## src/rtl/fixed_div_seq_pkg.sv

```systemverilog
// Shared fixed-point types, range constants and the saturation helper.
package fixed_div_seq_pkg;

   localparam int unsigned TOTAL_WIDTH_DEF = 32;
   localparam int unsigned FRAC_WIDTH_DEF  = 16;

   // Widest intermediate handled by the helpers; TOTAL_WIDTH+FRAC_WIDTH must stay <= 63.
   localparam int unsigned SAT_W = 64;

   typedef logic [TOTAL_WIDTH_DEF-1:0] fixed_t;

   typedef struct packed {
      logic [SAT_W-1:0] value;
      logic             ovf;
   } sat_t;

   // Largest representable value of a w-bit two's complement number.
   function automatic logic signed [SAT_W:0] fix_max(input int unsigned w);
      logic signed [SAT_W:0] one;
      one = (SAT_W+1)'(1);
      return (one <<< (w - 1)) - one;
   endfunction

   // Most negative representable value of a w-bit two's complement number.
   function automatic logic signed [SAT_W:0] fix_min(input int unsigned w);
      logic signed [SAT_W:0] one;
      one = (SAT_W+1)'(1);
      return -fix_max(w) - one;
   endfunction

   // Clamp a wide signed value into w bits, flagging any clamp.
   function automatic sat_t saturate(input logic signed [SAT_W:0] v, input int unsigned w);
      sat_t r;
      logic signed [SAT_W:0] hi;
      logic signed [SAT_W:0] lo;
      hi = fix_max(w);
      lo = fix_min(w);
      if (v > hi) begin
         r.value = hi[SAT_W-1:0];
         r.ovf   = 1'b1;
      end else if (v < lo) begin
         r.value = lo[SAT_W-1:0];
         r.ovf   = 1'b1;
      end else begin
         r.value = v[SAT_W-1:0];
         r.ovf   = 1'b0;
      end
      return r;
   endfunction

endpackage

```

## src/rtl/fixed_div_seq_if.sv

```systemverilog
// Operand/result handshake bundle for the sequential divider.
interface fixed_div_seq_if #(
   parameter int unsigned TOTAL_WIDTH = fixed_div_seq_pkg::TOTAL_WIDTH_DEF
);
   logic                   in_valid;
   logic                   in_ready;
   logic [TOTAL_WIDTH-1:0] lhs;
   logic [TOTAL_WIDTH-1:0] rhs;
   logic                   out_valid;
   logic                   out_ready;
   logic [TOTAL_WIDTH-1:0] quotient;
   logic                   div_zero;
   logic                   overflow;

   modport master (
      output in_valid, lhs, rhs, out_ready,
      input  in_ready, out_valid, quotient, div_zero, overflow
   );

   modport slave (
      input  in_valid, lhs, rhs, out_ready,
      output in_ready, out_valid, quotient, div_zero, overflow
   );
endinterface

```

## src/rtl/fixed_div_seq.sv

```systemverilog
// Iterative signed fixed-point divider: (lhs << FRAC_WIDTH) / rhs, one quotient bit per clock,
// truncated toward zero and saturated to the output width.
module fixed_div_seq
   import fixed_div_seq_pkg::*;
#(
   parameter int unsigned TOTAL_WIDTH = TOTAL_WIDTH_DEF,
   parameter int unsigned FRAC_WIDTH  = FRAC_WIDTH_DEF
) (
   input  logic           clk,
   input  logic           reset,
   fixed_div_seq_if.slave bus
);

   localparam int unsigned N  = TOTAL_WIDTH + FRAC_WIDTH;
   localparam int unsigned MW = TOTAL_WIDTH + 1;
   localparam int unsigned RW = TOTAL_WIDTH + 2;
   localparam int unsigned CW = $clog2(N);

   localparam logic signed [SAT_W:0] MAX_WIDE = fix_max(TOTAL_WIDTH);
   localparam logic signed [SAT_W:0] MIN_WIDE = fix_min(TOTAL_WIDTH);
   localparam logic [TOTAL_WIDTH-1:0] Q_MAX = MAX_WIDE[TOTAL_WIDTH-1:0];
   localparam logic [TOTAL_WIDTH-1:0] Q_MIN = MIN_WIDE[TOTAL_WIDTH-1:0];

   typedef enum logic [1:0] {IDLE, CALC, FIX, DONE} state_t;

   state_t          state;
   logic [N-1:0]    dvd;       // dividend bits shift out the top, quotient bits shift in the bottom
   logic [MW-1:0]   dvs;
   logic [RW-1:0]   rem;
   logic [CW-1:0]   cnt;
   logic            neg;
   logic            lhs_neg;
   logic            zero_div;

   logic [MW-1:0]         lhs_ext;
   logic [MW-1:0]         rhs_ext;
   logic [MW-1:0]         lhs_mag;
   logic [MW-1:0]         rhs_mag;
   logic [RW-1:0]         rem_sh;
   logic [RW-1:0]         trial;
   logic [SAT_W:0]        res_mag;
   logic signed [SAT_W:0] res_signed;
   sat_t                  sat;
   logic                  unused_bits;

   // Operand magnitudes, one restoring-division step, and sign/saturate of the finished magnitude.
   always_comb begin
      lhs_ext    = {bus.lhs[TOTAL_WIDTH-1], bus.lhs};
      rhs_ext    = {bus.rhs[TOTAL_WIDTH-1], bus.rhs};
      lhs_mag    = lhs_ext[MW-1] ? -lhs_ext : lhs_ext;
      rhs_mag    = rhs_ext[MW-1] ? -rhs_ext : rhs_ext;
      rem_sh     = {rem[RW-2:0], dvd[N-1]};
      trial      = rem_sh - RW'(dvs);
      res_mag    = (SAT_W+1)'(dvd);
      res_signed = neg ? -res_mag : res_mag;
      sat        = saturate(res_signed, TOTAL_WIDTH);
   end

   // Bits that are structurally never needed: |lhs| never exceeds TOTAL_WIDTH bits here.
   assign unused_bits = ^{sat.value[SAT_W-1:TOTAL_WIDTH], lhs_mag[MW-1], rem[RW-1]};

   // Control FSM with registered handshake outputs and the division datapath.
   always_ff @(posedge clk) begin
      if (reset) begin
         state         <= IDLE;
         dvd           <= '0;
         dvs           <= '0;
         rem           <= '0;
         cnt           <= '0;
         neg           <= 1'b0;
         lhs_neg       <= 1'b0;
         zero_div      <= 1'b0;
         bus.in_ready  <= 1'b1;
         bus.out_valid <= 1'b0;
         bus.quotient  <= '0;
         bus.div_zero  <= 1'b0;
         bus.overflow  <= 1'b0;
      end else begin
         case (state)
            IDLE: begin
               if (bus.in_valid) begin
                  dvd          <= N'(lhs_mag[TOTAL_WIDTH-1:0]) << FRAC_WIDTH;
                  dvs          <= rhs_mag;
                  rem          <= '0;
                  cnt          <= CW'(N - 1);
                  neg          <= bus.lhs[TOTAL_WIDTH-1] ^ bus.rhs[TOTAL_WIDTH-1];
                  lhs_neg      <= bus.lhs[TOTAL_WIDTH-1];
                  zero_div     <= (bus.rhs == '0);
                  bus.in_ready <= 1'b0;
                  state        <= CALC;
               end
            end
            CALC: begin
               if (!trial[RW-1]) begin
                  rem <= trial;
                  dvd <= {dvd[N-2:0], 1'b1};
               end else begin
                  rem <= rem_sh;
                  dvd <= {dvd[N-2:0], 1'b0};
               end
               if (cnt == '0) begin
                  state <= FIX;
               end else begin
                  cnt <= cnt - CW'(1);
               end
            end
            FIX: begin
               if (zero_div) begin
                  bus.quotient <= lhs_neg ? Q_MIN : Q_MAX;
                  bus.div_zero <= 1'b1;
                  bus.overflow <= 1'b0;
               end else begin
                  bus.quotient <= sat.value[TOTAL_WIDTH-1:0];
                  bus.div_zero <= 1'b0;
                  bus.overflow <= sat.ovf;
               end
               state <= DONE;
            end
            DONE: begin
               // Result registers settle for one cycle before being presented.
               if (!bus.out_valid) begin
                  bus.out_valid <= 1'b1;
               end else if (bus.out_ready) begin
                  bus.out_valid <= 1'b0;
                  bus.in_ready  <= 1'b1;
                  state         <= IDLE;
               end
            end
         endcase
      end
   end

endmodule

```

## src/flat_wrapper.sv

```systemverilog
// flat-port wrapper written by rule: the top's interface ports become plain ports
module fixed_div_seq_flat import fixed_div_seq_pkg::*;
#(
   parameter int unsigned TOTAL_WIDTH = TOTAL_WIDTH_DEF,
   parameter int unsigned FRAC_WIDTH  = FRAC_WIDTH_DEF
)
  (clk, reset, bus_in_valid, bus_lhs, bus_rhs, bus_out_ready, bus_in_ready, bus_out_valid, bus_quotient, bus_div_zero, bus_overflow);
  fixed_div_seq_if #(.TOTAL_WIDTH(TOTAL_WIDTH)) bus_i ();
  input  logic clk;
  input  logic reset;
  input wire logic [$bits(bus_i.in_valid)-1:0] bus_in_valid;
  input wire logic [$bits(bus_i.lhs)-1:0] bus_lhs;
  input wire logic [$bits(bus_i.rhs)-1:0] bus_rhs;
  input wire logic [$bits(bus_i.out_ready)-1:0] bus_out_ready;
  output wire logic [$bits(bus_i.in_ready)-1:0] bus_in_ready;
  output wire logic [$bits(bus_i.out_valid)-1:0] bus_out_valid;
  output wire logic [$bits(bus_i.quotient)-1:0] bus_quotient;
  output wire logic [$bits(bus_i.div_zero)-1:0] bus_div_zero;
  output wire logic [$bits(bus_i.overflow)-1:0] bus_overflow;
  assign bus_i.in_valid = bus_in_valid;
  assign bus_i.lhs = bus_lhs;
  assign bus_i.rhs = bus_rhs;
  assign bus_i.out_ready = bus_out_ready;
  assign bus_in_ready = bus_i.in_ready;
  assign bus_out_valid = bus_i.out_valid;
  assign bus_quotient = bus_i.quotient;
  assign bus_div_zero = bus_i.div_zero;
  assign bus_overflow = bus_i.overflow;
  fixed_div_seq #(.TOTAL_WIDTH(TOTAL_WIDTH), .FRAC_WIDTH(FRAC_WIDTH)) u_core (.clk(clk), .reset(reset), .bus(bus_i));
endmodule
```

## config.mk

```make
export PLATFORM = sky130hd
export DESIGN_NAME = fixed_div_seq_flat
export DESIGN_NICKNAME = d
export VERILOG_FILES = /design/src/rtl/fixed_div_seq_pkg.sv /design/src/rtl/fixed_div_seq_if.sv /design/src/rtl/fixed_div_seq.sv /design/src/flat_wrapper.sv
export SDC_FILE = /design/constraint.sdc
export NUM_CORES = 1
export LEC_CHECK = 0
export BUFFER_PORTS_ARGS = -buffer_cell sky130_fd_sc_hd__buf_2
export CORE_MARGIN = 2
export CORE_UTILIZATION = 60
export CTS_CLUSTER_SIZE = 14
export DETAILED_ROUTE_END_ITERATION = 6
export HOLD_SLACK_MARGIN = 0.1
export PLACE_DENSITY = 0.8
export SYNTH_ARGS = -nofsm -noshare
export SYNTH_HDL_FRONTEND = slang
export SYNTH_SLANG_ARGS = --single-unit
```

## constraint.sdc

```tcl
create_clock -name clk -period 6.77 [get_ports clk]
set_input_delay 0.677 -clock clk [delete_from_list [all_inputs] [get_ports clk]]
set_output_delay 0.677 -clock clk [all_outputs]
set_load 0.02 [all_outputs]
```

==> summary.txt, run 1 <==
Detailed routing
  • Vias: approximately 11000
  • WL/cell: roughly 16 um
  • Antenna-violating nets left: 0
  • DRT Wirelength: 28300 um
  • DRC: 0
  • Drt via density: around 6.1
  • DR pass1 iterations: 5
  • DRT iter0 DRCs: around 1100

STA
  • RSZ-0062 raised after global routing: no
  • Final Skew: approximately 0.0089 ns
  • Final Setup Violations: 0
  • Relative slew slack: approximately 12%
  • Fmax: roughly 230 MHz
  • Final setup margin: approximately 2.4 ns
  • Worst Tran Pin Value: between 1 and 1.5 ns
  • Final hold viol count: 0
  • Min Tclk post-route: 4.38 ns
  • Setup TNS Final: 0 ns
  • Slew Limit Fails: 0
  • Period utilisation layout: approximately two thirds

Clock tree
  • Inserted Clock Buffers: 17
  • # H-tree levels: 4
  • Post-cts sizing count: 0
  • CTS root buf: clkbuf_16
  • Worst-path clk slew: roughly 0.070 ns
  • Clk sinks: 161
  • Skew-Pair Late Insertion Delay: around 0.44 ns
  • CTS Hold Buffers Added: 0
  • CTS tree: done
  • Clock buffer depth: 2
  • Post-CTS Setup Repair Bufs: 0

Placement
  • IO buf count: ~100
  • Dpl ws: 2.37 ns
  • Placer Congestion: 0.948
  • Placed instance count: 1751
  • Post-DP HPWL: roughly 20000 um

Synth
  • Cell taking the most area after synthesis: dfxtp_1
  • Ranking of synthesized cells by area: dfxtp_1 (29%), nand2_1 (7.5%), xor2_1 (7.1%), ha_1 (4.7%), nor2_1 (4.7%)
  • Cells after Synth: 1505
  • Yosys reg bits: 161
  • Commonest cells post-synth: nand2_1 (223), dfxtp_1 (161), nor2_1 (139), o21ai_0 (93), xor2_1 (90)
  • Mapped Area: ~11000 um2
  • Top FF cell, synth: dfxtp_1
  • Post-synth EDFFs: 0
  • Syn nets: 1616
  • Sequential cell area fraction in the yosys report: around 29%
  • Post-synth ARST share: 0%
  • Top-area cell type share of the netlist area: roughly 29%
  • Synthesized area per cell: roughly 7.4 um2
  • Synth unique cells: 67
  • Top-count cell post-synth: nand2_1
  • Synth warn: 0

Min path
  • Worst Hold Depth: 2
  • Hold Crit Class: in2reg

Global routing
  • Grt peak-use layer: met2
  • Number of global-route vias before repair: between 9000 and 10000
  • Largest net degree at the start of global routing: about 100
  • Total gr overflow: 0
  • Global-route wire length before repair: 48100 um
  • Met2 usage: approximately 44%
  • Met3 Resource Use GR: slightly above 4%
  • GRT Total Usage: 29.0%
  • Initial antenna violation count: 0
  • Met1 usage: a little over two fifths

Layout
  • Share of cells above drive strength 1: between 10% and 20%
  • Sequential cell area: between 3000 and 4000 um2
  • Area Growth Syn to Fin: 10.1%
  • Number of fill cells: 1541
  • Diodes inserted: 0
  • Final nets: about 1700
  • Util after Layout: between 60% and 70%
  • Area of the multi-input gates: 7350 um2
  • Post-Layout Cell Count: about 1800

Worst setup path
  • Worst EP required: 7.10 ns
  • CP max FO: 32
  • Critical path arrival: around 4.7 ns
  • Worst setup EP type: register
  • Crit path kind: reg2reg
  • Cells on worst reg2reg path: 9
  • Startpoint Class: register

Status
  • Outcome: complete, no violations

Floorplanning
  • Core area: 18100 um2
  • Initial Util: about three fifths
  • DIE HEIGHT: 140 um
  • Die area: 19700 um2
  • # rows: 49
  • I/O Pins: 104
  • DIE WIDTH: around 140 um

Pwr
  • P_leak: between 4 and 5 nW
  • PD cells: 399 nW/um2
  • Power consumption: just under 5 mW
  • Max VDD drop: 0.000276 V

Flow run
  • MaxCap Viol Count: 0
[layer usage]
layer	routed length [um]	up-vias
met4	650	0
li1	-	5475
met1	13900	5074
met5	0	-
met3	1430	47
met2	12400	347
[where the power goes]
part	internal, mW	switching (mW)	leakage [nW]	total [mW]
Combinational	0.913	1.57	3.37	2.48
Sequential	1.19	0.250	1.31	1.44
Clock	0.525	0.457	0.285	0.981
Total	2.63	2.27	4.97	4.90
[logic make-up after synthesis]
| logic type | synth area share, % |
|---|---|
| flops | 28.9 |
| xor+xnor | 10.1 |
| simple gates | 25.6 |
| fa+ha+maj | 4.89 |
| buf+inv | 5.40 |
| mux | 2.15 |
| compound gates | 23.0 |
[per-stage QoR]
stage | hold WS, ns | instance area [um2]
floorplan | 0.428 | 11200
global placement | 0.440 | 11700
detailed placement | 0.445 | 11700
finish | 0.435 | 12300
CTS | 0.429 | 12300
global route | 0.431 | 12300
[layout by cell type, fill, tap and decap left out, types with 17 or more instances in the layout]
cell type / count
nor4_1: 25
nor2_1: 136
a21oi_1: 75
buf_2: 102
mux2i_1: 24
xnor2_1: 38
ha_1: 42
nand4_1: 22
o21ai_0: 93
nand2_1: 223
a31oi_1: 35
clkbuf_16: 17
or4_1: 17
a211oi_1: 41
nand3_1: 45
nor3_1: 47
xor2_1: 90
inv_1: 53
o31ai_1: 31
dfxtp_1: 160
[state kept, by name (all words and copies together) (netlist names)]
name and cells:
u_core.bus.div_zero 1, u_core.bus.in_ready 1, u_core.bus.out_valid 1, u_core.bus.overflow 1, u_core.bus.quotient 32, u_core.cnt 6
u_core.dvd 48, u_core.dvs 33, u_core.lhs_neg 1, u_core.neg 1, u_core.rem 33, u_core.state 2
u_core.zero_div 1
[cell type report]
type / count / share of cell area, %
clock buffers: 17 / 3.47
flip-flops and latches: 161 / 26.3
multi-input cells: 1191 / 59.9
inverters: 53 / 1.62
well taps: 229 / 2.33
repair buffers: 117 / 5.08
clock inverters: 15 / 1.39
[path summary, 6_finish.rpt]
check                 start                   to  slack [ns]
min reg2reg  u_core.dvs[32]       u_core.dvs[32]        0.45
min                   reset       u_core.dvs[32]        0.43
max reg2reg  u_core.dvd[12]  u_core.bus.overflow        2.39
max          u_core.dvd[12]  u_core.bus.overflow        2.39
[critical path: stages, from the launching register on]
cell       delay (ns)
dfxtp_1          0.37
or4_4            0.59
or4_4            0.52
or3_2            0.53
or4_1            0.47
nand4bb_1        0.21
a31oi_1          0.18
and4_1           0.95
nand3_1          0.14
a32o_1           0.30
(Power assumes the default switching activity.)
==> run 2: changes to the inputs <==
==> constraint.sdc (replaced) <==
create_clock -name clk -period 4.5 [get_ports clk]
set_input_delay 0.45 -clock clk [delete_from_list [all_inputs] [get_ports clk]]
set_output_delay 0.45 -clock clk [all_outputs]
set_load 0.02 [all_outputs]
==> run 2 against run 1 <==
  * Flip-flop and latch count is the same
  * Setup slack got worse by 2.0 ns
  * Clock power rose by 52%
  * Cell count increased by 0.50%
  * Non-clock buffer count rose by 9
  * Via count up 0.90%
  * Clock skew fell by 0.00088 ns
  * Maximum frequency increased by 6.5%
  * First-iteration DRC count down 9.0%
  * Sequential power is 52% higher
  * Hold slack got worse by 0.10 ns
  * Critical endpoint is now u_core.bus.quotient[5]
==> summary.txt, run 2 (synthesized netlist as in run 1, its figures left out) <==
Worst setup path
  • Worst setup EP type: register
  • Buf/Inv on CP: 1
  • CP startpoint: u_core.dvd[12]
  • Reg-to-Reg Start: u_core.dvd[12]
  • WP depth: 10
  • FF-to-FF setup slack: 0.38 ns
  • Worst Setup EP: u_core.bus.quotient[5]
  • R2r endpoint: u_core.bus.quotient[5]
  • CP max FO: 31
  • Critical path arrival: between 4 and 5 ns
  • Top cell family by delay on the critical path: simple AND/OR/NAND/NOR gates
  • Worst EP required: 4.80 ns
  • Slowest cell on crit path: or4_1
  • Crit path kind: reg2reg
  • Crit path cell chain: or4_4 -> or4_4 -> or4_1 -> or4_1 -> a211o_1 -> a311oi_1 -> nand4_1 -> o2111ai_2 -> buf_12 -> nand4_1
  • Slowest stage delay, CP: ~0.70 ns
  • Cells on worst reg2reg path: 10
  • Startpoint Class: register

Layout
  • Share of cells above drive strength 1: 11.8%
  • Top Registers: u_core.dvd: 48 flops, u_core.dvs: 33 flops, u_core.rem: 33 flops
  • Commonest cells after routing, fill and taps aside: nand2_1 (223), dfxtp_1 (160), nor2_1 (136)
  • Number of flip-flops in the largest register: 48
  • Final nets: approximately 1700
  • Largest register by flop count: u_core.dvd
  • Area Growth Syn to Fin: 10.9%
  • Post-Layout Cell Count: 1792
  • Final instance area: about 12000 um2
  • Most common cell after layout, fill and taps aside: nand2_1
  • Diodes inserted: 0

Detailed routing
  • Drt via density: 6.16
  • DRT iter0 DRCs: just under 1000
  • Antenna-violating nets left: 0
  • WL/cell: 15.9 um
  • DRT Wirelength: around 28000 um
  • Vias: 11000
  • DRC: 0
  • DR pass1 iterations: 7

STA
  • Final hold viol count: 0
  • RSZ-0062 raised after global routing: no
  • Relative slew slack: around a third
  • Slew Limit Fails: 0
  • Setup TNS Final: 0 ns
  • Worst Tran Pin Value: about 1.0 ns
  • Period utilisation layout: approximately 92%
  • Final Skew: about 0.0080 ns
  • Final Setup Violations: 0
  • Fmax: between 200 and 250 MHz
  • Min Tclk post-route: between 4 and 5 ns

Clock tree
  • Post-cts sizing count: 0
  • CTS root buf: clkbuf_16
  • Skew-Pair Late Insertion Delay: 0.43 ns
  • Clk sinks: 161
  • Inserted Clock Buffers: 17
  • CTS Hold Buffers Added: 0
  • CTS tree: done
  • Worst-path clk slew: ~0.07 ns
  • Post-CTS Setup Repair Bufs: 0
  • # H-tree levels: 4
  • Clock buffer depth: 2

Min path
  • Hold Crit Class: in2reg

Placement
  • Placer Congestion: just over 0.9
  • IO buf count: approximately 100
  • Placed instance count: about 1800
  • Post-DP HPWL: roughly 20000 um
  • Placement Cell Area: roughly 12000 um2

Global routing
  • Total gr overflow: 0
  • Global-route wire length before repair: ~48000 um
  • Initial antenna violation count: 0
  • GRT Total Usage: just under 30%
  • Number of global-route vias before repair: 9800
  • Largest net degree at the start of global routing: slightly above 60

Floorplanning
  • DIE WIDTH: approximately 140 um
  • DIE HEIGHT: ~140 um
  • Core area: 18100 um2
  • Initial Util: 61.7%
  • Die area: about 20000 um2
  • I/O Pins: between 100 and 150
  • # rows: roughly 50

Pwr
  • Clock power frac: about a fifth
  • P_leak: between 5 and 6 nW
  • Comb pwr share: around half
  • PD cells: roughly 600 nW/um2
  • Sw frac: between 40% and 50%
  • Max VDD drop: ~0.00057 V
  • Psw: roughly 3.4 mW
  • Seq pwr share: roughly 30%
  • Pint: 4.07 mW

Flow run
  • MaxCap Viol Count: 0

Status
  • Outcome: complete, no violations
==> run 2: power by group through the flow <==
stage | Sequential, mW | Clock (mW) | Combinational (mW)
CTS | 2.17 | 1.51 | 3.74
global route | 2.24 | 1.56 | 4.20
floorplan | 2.19 | 0 | 2.77
detailed placement | 2.20 | 0 | 3.70
global placement | 2.18 | 0 | 3.63
finish | 2.19 | 1.49 | 3.78
==> run 2: worst min-delay path by stage <==
stage                         startpoint              to  slack [ns]  cells after the start
after floorplan           u_core.dvs[32]  u_core.dvs[32]        0.43                      2
after global placement    u_core.dvs[23]  u_core.dvs[23]        0.44                      2
after detailed placement  u_core.dvs[23]  u_core.dvs[23]        0.45                      2
after CTS                     bus_rhs[5]   u_core.dvs[5]        0.33                      3
after global routing          bus_rhs[5]   u_core.dvs[5]        0.34                      3
final                         bus_rhs[5]   u_core.dvs[5]        0.33                      3
==> run 2: layout make-up <==
cell class / count / area (um2)
clock buffers: 19 / 453
flip-flops and latches: 161 / 3220
multi-input cells: 1191 / 7350
inverters: 53 / 199
well taps: 229 / 287
repair buffers: 126 / 716
fillers: 1539 / 5710
clock inverters: 13 / 149
==> run 2: per-layer routing <==
metal  global-route usage [%]  wire, um
met5                        0         0
met4                     7.97       473
met3                     3.90      1610
met2                     43.6     12400
met1                     43.1     14000
==> run 2: tightest hold or removal path, stage by stage <==
cell,delay [ns]
buf_2,0.09
xnor2_1,0.11
a211oi_1,0.06
==> run 2: through the flow <==
stage	power (mW)	hold WS, ns	setup WS (ns)	utilization [%]
3_5_place_dp	5.89	0.448	0.502	65.1
5_1_grt	8.00	0.338	0.214	68.4
4_1_cts	7.42	0.325	0.458	68.4
3_3_place_gp	5.81	0.442	0.554	65.1
6_report	7.46	0.334	0.382	68.4
2_1_floorplan	4.96	0.428	0.761	-
==> run 3: changes to the inputs <==
--- a/config.mk
+++ b/config.mk
@@ -7,11 +7,12 @@
 export LEC_CHECK = 0
 export BUFFER_PORTS_ARGS = -buffer_cell sky130_fd_sc_hd__buf_2
 export CORE_MARGIN = 2
-export CORE_UTILIZATION = 60
+export CORE_UTILIZATION = 55
+export CTS_BUF_LIST = sky130_fd_sc_hd__clkbuf_4
 export CTS_CLUSTER_SIZE = 14
 export DETAILED_ROUTE_END_ITERATION = 6
 export HOLD_SLACK_MARGIN = 0.1
-export PLACE_DENSITY = 0.8
+export PLACE_DENSITY = 0.75
 export SYNTH_ARGS = -nofsm -noshare
 export SYNTH_HDL_FRONTEND = slang
 export SYNTH_SLANG_ARGS = --single-unit
==> run 3 against run 2 <==
  * Critical endpoint is now u_core.bus.quotient[11]
  * Flip-flop and latch count unchanged
  * Combinational power decreased by 3%
  * Maximum frequency about the same
  * Global-route usage decreased by 3.3 points
  * Utilization decreased by 8.4 points
  * Clock skew increased by 0.024 ns
  * Clock-buffer cell count decreased by 1
  * Die area increased by 8.8%
  * Clock power decreased by 47%
==> summary.txt, run 3 (synthesized netlist as in run 1, its figures left out) <==
Status
  • Outcome: complete, no violations

Worst setup path
  • CP max FO: 31
  • Critical path arrival: 4.59 ns
  • Crit path cell chain: or4_1 -> or3_1 -> or4_1 -> or4_1 -> a211o_1 -> a311oi_1 -> nand4_1 -> o2111ai_2 -> buf_12 -> nand3_1
  • Slowest cell on crit path: or4_1
  • Top cell family by delay on the critical path: simple AND/OR/NAND/NOR gates
  • Worst EP required: between 4 and 5 ns
  • Crit path kind: reg2reg
  • Startpoint Class: register
  • CP dominant cell by count: or4_1
  • Buf/Inv on CP: 1
  • Worst setup EP type: register
  • Slowest stage delay, CP: ~0.70 ns

Detailed routing
  • DRT iter0 DRCs: around 880
  • Vias: approximately 11000
  • Drt via density: ~6
  • DRC: 0
  • WL/cell: between 15 and 20 um
  • Antenna-violating nets left: 0
  • DRT Wirelength: 27900 um
  • DR pass1 iterations: 7

Min path
  • Hold Crit Class: in2reg

Global routing
  • Largest net degree at the start of global routing: 67
  • Number of global-route vias before repair: roughly 9700
  • Total gr overflow: 0
  • Global-route wire length before repair: approximately 46000 um
  • GRT Total Usage: between 20% and 30%
  • Grt peak-use layer: met2
  • Initial antenna violation count: 1
  • Met1 usage: 36.8%
  • Met3 Resource Use GR: approximately 4.1%
  • Met2 usage: between 30% and 40%

Layout
  • Final instance area: ~12000 um2
  • Number of flip-flops in the largest register: 48
  • Share of cells above drive strength 1: 11.5%
  • Top Registers: u_core.dvd: 48 flops, u_core.dvs: 33 flops, u_core.rem: 33 flops
  • Final nets: about 1700
  • Commonest cells after routing, fill and taps aside: nand2_1 (223), dfxtp_1 (160), nor2_1 (136)
  • Area Growth Syn to Fin: 7.80%
  • Largest register by flop count: u_core.dvd
  • Most common cell after layout, fill and taps aside: nand2_1
  • Util after Layout: around 60%

Pwr
  • PD cells: approximately 560 nW/um2
  • Max VDD drop: 0.000421 V
  • P_leak: around 4.8 nW

STA
  • Relative slew slack: 25.9%
  • RSZ-0062 raised after global routing: no
  • Min Tclk post-route: between 4 and 5 ns
  • Period utilisation layout: between 90 and 100%
  • Slew Limit Fails: 0
  • Final hold viol count: 0
  • Final Skew: between 0.03 and 0.04 ns
  • Final Setup Violations: 0
  • Setup TNS Final: 0 ns
  • Fmax: 243 MHz
  • Worst Tran Pin Value: about 1.1 ns

Clock tree
  • CTS tree: done
  • CTS root buf: clkbuf_4
  • # H-tree levels: 4
  • Post-cts sizing count: 0
  • Inserted Clock Buffers: 17
  • Worst-path clk slew: ~0.15 ns
  • CTS Hold Buffers Added: 0
  • Skew-Pair Late Insertion Delay: slightly below 0.6 ns
  • Clk sinks: 161
  • Clock buffer depth: 2
  • Post-CTS Setup Repair Bufs: 0

Placement
  • Post-DP HPWL: between 20000 and 25000 um
  • IO buf count: roughly 100
  • Placement Cell Area: 11800 um2
  • Placer Congestion: just over 0.9

Floorplanning
  • Core area: about 20000 um2
  • DIE HEIGHT: 146 um
  • DIE WIDTH: between 100 and 150 um
  • Die area: 21400 um2
  • I/O Pins: around 100
  • Initial Util: ~56%
  • # rows: 52

Flow run
  • MaxCap Viol Count: 0
## run 3: changes by cell type in the layout (fill, tap and decap cells not counted), sizes merged
cell,previous run,this run
buf,126,122
clkinv,4,8
bufinv,2,0
clkbuf,19,18
clkinvlp,2,1
diode,0,1
## run 3: layout make-up
| type | instances | area, um2 |
|---|---|---|
| antenna | 1 | 2.50 |
| tap | 270 | 338 |
| clock inverter | 14 | 104 |
| clock buffer | 18 | 135 |
| inverter | 53 | 199 |
| timing repair buffer | 122 | 673 |
| multi-input combinational | 1191 | 7350 |
| sequential | 161 | 3220 |
| fill | 1927 | 8020 |
## run 3: metrics by stage
step / hold slack (ns) / std cells / power, mW / setup WS [ns]
after floorplan: 0.428 / 1505 / 4.96 / 0.761
after global placement: 0.440 / 1797 / 5.79 / 0.539
after detailed placement: 0.451 / 1797 / 5.87 / 0.434
after CTS: 0.140 / 1829 / 6.67 / 0.413
after global routing: 0.156 / 1830 / 7.21 / 0.215
final: 0.162 / 1830 / 6.69 / 0.384
## run 3: power by group
part / internal [mW] / total (mW) / switching, mW
logic: 1.40 / 3.68 / 2.28
clock network: 0.231 / 0.791 / 0.561
registers: 1.79 / 2.22 / 0.425
total: 3.42 / 6.69 / 3.27
## run 3: layer usage
layer,wire length (um),vias to the layer above
met2,11900,321
met5,0,-
met3,1550,42
met1,13800,5007
met4,584,0
li1,-,5489
## run 3: worst paths after layout
kind,startpoint,to,slack (ns),cells after the start
max reg2reg,u_core.dvd[6],u_core.bus.quotient[11],0.38,10
max,u_core.dvd[6],u_core.bus.quotient[11],0.38,10
min reg2reg,u_core.lhs_neg,u_core.lhs_neg,0.47,2
min,bus_out_ready,u_core.bus.out_valid,0.16,4
## run 3: worst register-to-register path, stage by stage (launching register included)
cell       delay [ns]
dfxtp_1          0.41
or4_1            0.69
or3_1            0.45
or4_1            0.70
or4_1            0.52
a211o_1          0.32
a311oi_1         0.29
nand4_1          0.14
o2111ai_2        0.14
buf_12           0.23
nand3_1          0.11
